==> src/rtl/uart_tx_buffer_if.sv <==
// uart_tx_buffer_if: write-side and transmitter-side signals of the UART TX buffer
interface uart_tx_buffer_if #(parameter int DEPTH = 8);
  logic wr_en, flush, tx_done, tx_start, full, empty, busy, overflow;
  logic [7:0] wr_data, tx_data;
  logic [$clog2(DEPTH):0] count;
  modport master (
    output wr_en, wr_data, flush, tx_done,
    input tx_start, tx_data, full, empty, count, busy, overflow
  );
  modport slave (
    input wr_en, wr_data, flush, tx_done,
    output tx_start, tx_data, full, empty, count, busy, overflow
  );
endinterface

==> src/rtl/uart_tx_buffer.sv <==
// uart_tx_buffer: byte FIFO that issues one byte at a time to a UART transmitter via start/done handshake
module uart_tx_buffer #(parameter int DEPTH = 8) (
  input logic clk,
  input logic rst,
  uart_tx_buffer_if.slave bus
);
  localparam int AW = $clog2(DEPTH);
  typedef enum logic {IDLE, WAIT_DONE} state_t;
  state_t state;
  logic [7:0] mem [DEPTH];
  logic [AW-1:0] rd_ptr, wr_ptr;
  logic [AW:0] count;
  logic pop, push;
  always_comb begin
    pop = state == IDLE && count != '0 && !bus.flush;
    push = bus.wr_en && !bus.full && !bus.flush;
  end
  assign bus.full = count == (AW+1)'(DEPTH);
  assign bus.empty = count == '0;
  assign bus.busy = state == WAIT_DONE || count != '0;
  assign bus.count = count;
  always_ff @(posedge clk)
    if (push) mem[wr_ptr] <= bus.wr_data;
  // full is judged on the pre-edge count, so a pop on the same edge never rescues a write
  always_ff @(posedge clk or negedge rst)
    if (!rst) begin
      state <= IDLE;
      rd_ptr <= '0;
      wr_ptr <= '0;
      count <= '0;
      bus.tx_start <= 1'b0;
      bus.tx_data <= 8'h00;
      bus.overflow <= 1'b0;
    end else begin
      bus.tx_start <= pop;
      bus.overflow <= bus.wr_en && bus.full;
      if (pop) bus.tx_data <= mem[rd_ptr];
      state <= pop ? WAIT_DONE : (state == WAIT_DONE && bus.tx_done) ? IDLE : state;
      if (bus.flush) begin
        rd_ptr <= '0;
        wr_ptr <= '0;
        count <= '0;
      end else begin
        if (push) wr_ptr <= wr_ptr + AW'(1);
        if (pop) rd_ptr <= rd_ptr + AW'(1);
        count <= count + {{AW{1'b0}}, push} - {{AW{1'b0}}, pop};
      end
    end
endmodule

==> src/flat_wrapper.sv <==
// flat-port wrapper written by rule: the top's interface ports become plain ports
module uart_tx_buffer_flat 
#(parameter int DEPTH = 8)
  (clk, rst, bus_wr_en, bus_wr_data, bus_flush, bus_tx_done, bus_tx_start, bus_tx_data, bus_full, bus_empty, bus_count, bus_busy, bus_overflow);
  uart_tx_buffer_if #(.DEPTH(DEPTH)) bus_i ();
  input logic clk;
  input logic rst;
  input wire logic [$bits(bus_i.wr_en)-1:0] bus_wr_en;
  input wire logic [$bits(bus_i.wr_data)-1:0] bus_wr_data;
  input wire logic [$bits(bus_i.flush)-1:0] bus_flush;
  input wire logic [$bits(bus_i.tx_done)-1:0] bus_tx_done;
  output wire logic [$bits(bus_i.tx_start)-1:0] bus_tx_start;
  output wire logic [$bits(bus_i.tx_data)-1:0] bus_tx_data;
  output wire logic [$bits(bus_i.full)-1:0] bus_full;
  output wire logic [$bits(bus_i.empty)-1:0] bus_empty;
  output wire logic [$bits(bus_i.count)-1:0] bus_count;
  output wire logic [$bits(bus_i.busy)-1:0] bus_busy;
  output wire logic [$bits(bus_i.overflow)-1:0] bus_overflow;
  assign bus_i.wr_en = bus_wr_en;
  assign bus_i.wr_data = bus_wr_data;
  assign bus_i.flush = bus_flush;
  assign bus_i.tx_done = bus_tx_done;
  assign bus_tx_start = bus_i.tx_start;
  assign bus_tx_data = bus_i.tx_data;
  assign bus_full = bus_i.full;
  assign bus_empty = bus_i.empty;
  assign bus_count = bus_i.count;
  assign bus_busy = bus_i.busy;
  assign bus_overflow = bus_i.overflow;
  uart_tx_buffer #(.DEPTH(DEPTH)) u_core (.clk(clk), .rst(rst), .bus(bus_i));
endmodule
==> config.mk <==
export PLATFORM = sky130hd
export DESIGN_NAME = uart_tx_buffer_flat
export DESIGN_NICKNAME = d
export VERILOG_FILES = /design/src/rtl/uart_tx_buffer_if.sv /design/src/rtl/uart_tx_buffer.sv /design/src/flat_wrapper.sv
export SDC_FILE = /design/constraint.sdc
export NUM_CORES = 1
export LEC_CHECK = 0
export BUFFER_PORTS_ARGS = -buffer_cell sky130_fd_sc_hd__buf_2
export CAP_MARGIN = 15
export CELL_PAD_IN_SITES_DETAIL_PLACEMENT = 1
export CELL_PAD_IN_SITES_GLOBAL_PLACEMENT = 1
export CORE_UTILIZATION = 53
export DETAILED_ROUTE_END_ITERATION = 10
export PLACE_DENSITY_LB_ADDON = 0.1
export SLEW_MARGIN = 10
export SYNTH_ARGS = -nofsm -noshare
export SYNTH_HDL_FRONTEND = slang
export SYNTH_SLANG_ARGS = --single-unit
export TNS_END_PERCENT = 100
==> constraint.sdc <==
create_clock -name clk -period 6.8 [get_ports clk]
set_input_delay 1.36 -clock clk [delete_from_list [all_inputs] [get_ports clk]]
set_output_delay 1.36 -clock clk [all_outputs]
set_load 0.1 [all_outputs]
Word-level counts from Yosys, hierarchy flattened
Memory sizes are Yosys's and may differ from the RTL's. A register that Yosys moved wholly into a read port is not among the register bits.
Index checks and enable logic that the tools add are counted.
{"block": "totals", "regBits": 13, "mem_bits_rw": 64, "in_bits": 13, "output_inout_bits": 17, "word_cells": 37, "mem_count": 1}
{"memory": "u_core.mem", "depth": 8, "width": 8, "read_ports": 1, "rd_clocked_by_memory_dff": 1, "wr": 1, "line": "uart_tx_buffer.sv:10", "rtl": "logic [7:0] mem [DEPTH];"}
{"block": "classes", "add_sub_neg": 4, "eq_ne": 1, "n_mux": 9, "n_bitwise": 1, "n_reduce_logical": 15}
{"operator": "3-bit 2-to-1 mux", "count": 4}
{"operator": "3-bit by 1-bit adder with 3-bit output, second input constant", "count": 2}
{"operator": "1-bit logical AND", "count": 6}
{"operator": "2-bit nonzero test", "count": 3}
{"operator": "4-bit by 1-bit adder with 4-bit output", "count": 1}
{"operator": "4-bit == test, second input constant", "count": 1}
{"operator": "4-bit zero test", "count": 1}
{"operator": "1-bit 2-to-1 mux", "count": 4}
{"operator": "4-bit 2-to-1 mux", "count": 1}
{"operator": "4-bit nonzero test", "count": 1}
{"operator": "4-bit by 1-bit subtractor with 4-bit output", "count": 1}
{"operator": "1-bit zero test", "count": 3}
{"operator": "1-bit logical OR", "count": 1}
{"operator": "1-bit inverter", "count": 1}

Depth between registers and ports, before layout
{"block": "logic_depth", "word_depth": 7, "mapped_depth": 12, "depth_no_buf": 11}

Worst setup path before layout
Ideal clock, no wire load.
{"block": "synth_path", "kind": "flip-flop to output port", "start": "register u_core.count[2], in the netlist u_core.bus.count[2]", "end": "output port bus_busy", "t_arrival_ns": 3.160, "required_ns": 5.440, "path_slack_ns": 2.280, "stages_incl_launch_ff": 5, "n_path_buf": 0, "cell_sequence": "dfrtp_1 > inv_1 > ha_1 > nor3b_2 > or2b_1"}
{"block": "synth_via", "elab_chain_cells": 2}
{"item": "start: declaration", "line": "uart_tx_buffer.sv:12", "rtl": "logic [AW:0] count;"}
{"item": "start signal: assignment", "line": "uart_tx_buffer.sv:46", "rtl": "count <= count + {{AW{1'b0}}, push} - {{AW{1'b0}}, pop};"}
{"item": "4-bit nonzero test", "line": "uart_tx_buffer.sv:20", "rtl": "assign bus.busy = state == WAIT_DONE || count != '0;"}
{"item": "1-bit logical OR", "line": "uart_tx_buffer.sv:20"}
{"item": "end: declaration", "line": "flat_wrapper.sv:17", "rtl": "output wire logic [$bits(bus_i.busy)-1:0] bus_busy;"}
No other way between the ends.

Final worst setup path
Same ends and word-level chain as after synthesis.

==> run summary <==
port bufs: 29
initial drt markers: 157
global-route wire length before repair: 11600 um
Fill cells: 615
RSZ-0062 raised after global routing: no
Reg power frac: 38.5%
max-slew violations: 0
vias in the first global route: 2167
Final setup viols: 0
Routed Antenna Nets: 0
Area growth syn-to-layout: 11.37%
clk_lat worst skew: 0.35 ns
post-layout util: 61.40%
cell area after layout: 3921 sq um
sequential share of the synthesized area: 69.51%
NetSw: 0.0007993 W
WL per Instance: 20.87 um
commonest cells after routing, fill and taps aside: edfxtp_1, mux2i_1, buf_2
IO Pins: 30
cell count after synthesis: 234
placed inst area: 3707 sq um
DIE AREA: 6973 sq um
clk root buf: clkbuf_8
Worst setup SP type: flop
Seq cells post-synth: 85
final WL: 7264 um
CP required: 5.44 ns
fin crit share: 48.84%
WS Path Type: reg2out
most common cell after layout, fill and taps aside: edfxtp_1
syn_area_per_cell: 15.05 sq um
f_max: 0.3011 GHz
Final Power: 0.001810 W
final net count: 288
worst hold slack: 0.5178 ns
GRT Total Usage: 22.87%
# Post-CTS Setup Buffers: 0
cts hold-fix bufs: 0
Comb power frac: 40.3%
fin crit period: 3.321 ns
drt drc: 0
share of layout cells above drive strength 1: 19.19%
CTS Buf Count: 9
Hold Path Class: reg2reg
Clk pwr share: 21.2%
htree depth: 3
total grt overflow: 0
largest net degree at the start of global routing: 35
Site Rows: 29
PD cells: 461.6 nW/um^2
Clock Skews: 0.008788 ns
Final Hold Vio Count: 0
core area: 6386 sq um
Worst EP arrival: 1.96 ns
GPL Wtd Cong: 0.7273
Syn Std Cell Area: 3521 sq um
first-pass iteration count of the detailed router: 4
status: complete, no violations
Yosys Warn Count: 0
DPL Wire Length: 4609 um
worst-path maximum fanout: 6
Sw Ratio: 44.16%
Peak VDD IR: 0.3931 mV
Clock transition at path regs: 0.08 ns
Initial Utilization: 55.13%
CP endpoint kind: output pin
P_leak: 1.489 nW
via count: 1946
clk buf depth: 2
Synthesized Nets: 256
initial antenna violation count: 0
Post-CTS Resized: 0
CTS sink count: 85
distinct cell type count after synthesis: 33
Horiz. Die Dim: 83.51 um
vias per cell: 5.592
CTS tree: yes
Slew @ Worst Pin: 1.093 ns
Int Pwr: 0.001011 W
max_slew headroom: 26.86%
n_diodes: 0
setup TNS: 0 ns
Die Height: 83.51 um
max cap viols: 0
-- worst paths after layout --
path	start	to	slack, ns	cells after the start
setup / recovery	u_core.bus.count[2]	bus_busy	3.48	5
hold / removal	u_core.bus.tx_data[7]	u_core.bus.tx_data[7]	0.52	2
setup reg to reg	u_core.bus.count[2]	u_core.bus.count[3]	4.04	11
hold reg to reg	u_core.bus.tx_data[7]	u_core.bus.tx_data[7]	0.52	2
max in group asynchronous	rst	u_core.rd_ptr[0]	5.45	1
min in group asynchronous	rst	u_core.bus.tx_data[4]	0.97	1
-- worst max-delay path, stage by stage, from the launching register on --
cell and delay [ns]:
dfrtp_1 0.38, inv_1 0.11, ha_1 0.15, nor3b_2 0.42
or2b_1 0.27, buf_2 0.29
-- power by group through the flow --
stage	logic [W]	registers (W)	clock network (W)
after CTS	0.000738	0.000698	0.000393
after global routing	0.000773	0.000707	0.000409
after global placement	0.000712	0.000705	0
after detailed placement	0.000731	0.000709	0
after floorplan	0.000383	0.000928	0
final	0.000729	0.000697	0.000385
-- synth_stat cells --
| cell type | instances | share of area, % |
|---|---|---|
| edfxtp_1 | 64 | 55 |
| mux2i_1 | 32 | 9.1 |
| dfrtp_1 | 21 | 15 |
| a22oi_1 | 16 | 3.4 |
| inv_1 | 15 | 1.6 |
| nor2_1 | 15 | 1.6 |
| nand3_1 | 10 | 1.4 |
| ha_1 | 8 | 2.8 |
| o21ai_1 | 7 | 0.99 |
| nand2_1 | 5 | 0.53 |
| nor2b_1 | 4 | 0.71 |
| xnor2_1 | 4 | 0.99 |
| a21oi_1 | 3 | 0.43 |
| buf_6 | 3 | 0.96 |
| clkbuf_1 | 3 | 0.32 |
| nand2b_1 | 3 | 0.53 |
| a21o_1 | 2 | 0.43 |
| and2_1 | 2 | 0.36 |
| buf_4 | 2 | 0.43 |
| xor2_1 | 2 | 0.50 |
| buf_1 | 1 | 0.11 |
| fa_1 | 1 | 0.57 |
| inv_2 | 1 | 0.11 |
| nor3_1 | 1 | 0.14 |
| nor3_2 | 1 | 0.28 |
| nor3_4 | 1 | 0.46 |
| nor3b_1 | 1 | 0.21 |
| nor3b_2 | 1 | 0.36 |
| o21ai_0 | 1 | 0.14 |
| o21ai_2 | 1 | 0.25 |
| or2b_1 | 1 | 0.21 |
| or3_1 | 1 | 0.18 |
| or3b_4 | 1 | 0.32 |
-- kinds of logic after synthesis --
group / after synthesis / synth area share (%)
buffers and inverters: 25 / 3.518
DFF: 85 / 69.51
and+or+nand+nor: 47 / 7.321
AOI/OAI and AO/OA: 30 / 5.650
adders and majority gates: 9 / 3.412
xor gates and xnor gates: 6 / 1.493
muxes: 32 / 9.097
-- sequential cells by signal, summed over array words and instances, names as in the netlist --
name / count
u_core.bus.count: 4
u_core.bus.tx_data: 8
u_core.rd_ptr: 3
u_core.state: 1
u_core.bus.tx_start: 1
u_core.bus.overflow: 1
u_core.mem: 64
u_core.wr_ptr: 3
-- layout make-up --
type / count / area (sq um) / area share, %
Tap cell: 77 / 96.34 / 2.457
Clock inverter: 6 / 86.33 / 2.202
Timing Repair Buffer: 30 / 152.6 / 3.893
Multi-Input combinational cell: 124 / 949.7 / 24.22
Inverter: 16 / 60.06 / 1.532
Sequential cell: 85 / 2449 / 62.44
Clock buffer: 10 / 127.6 / 3.255
-- stage by stage --
stage	worst slack, ns	cells
global placement	3.299	332
CTS	3.443	348
finish	3.479	348
floorplan	2.280	234
detailed placement	3.145	332
global route	3.348	348
-- routing by layer --
metal / up-vias / GRT usage (%) / wire [um]
li1: 920 / - / -
met1: 978 / 29.10 / 3095
met2: 43 / 39.49 / 3785
met3: 5 / 3.660 / 328
met4: 0 / 9.091 / 55
met5: - / 0 / 0
(Power assumes the default switching activity.)
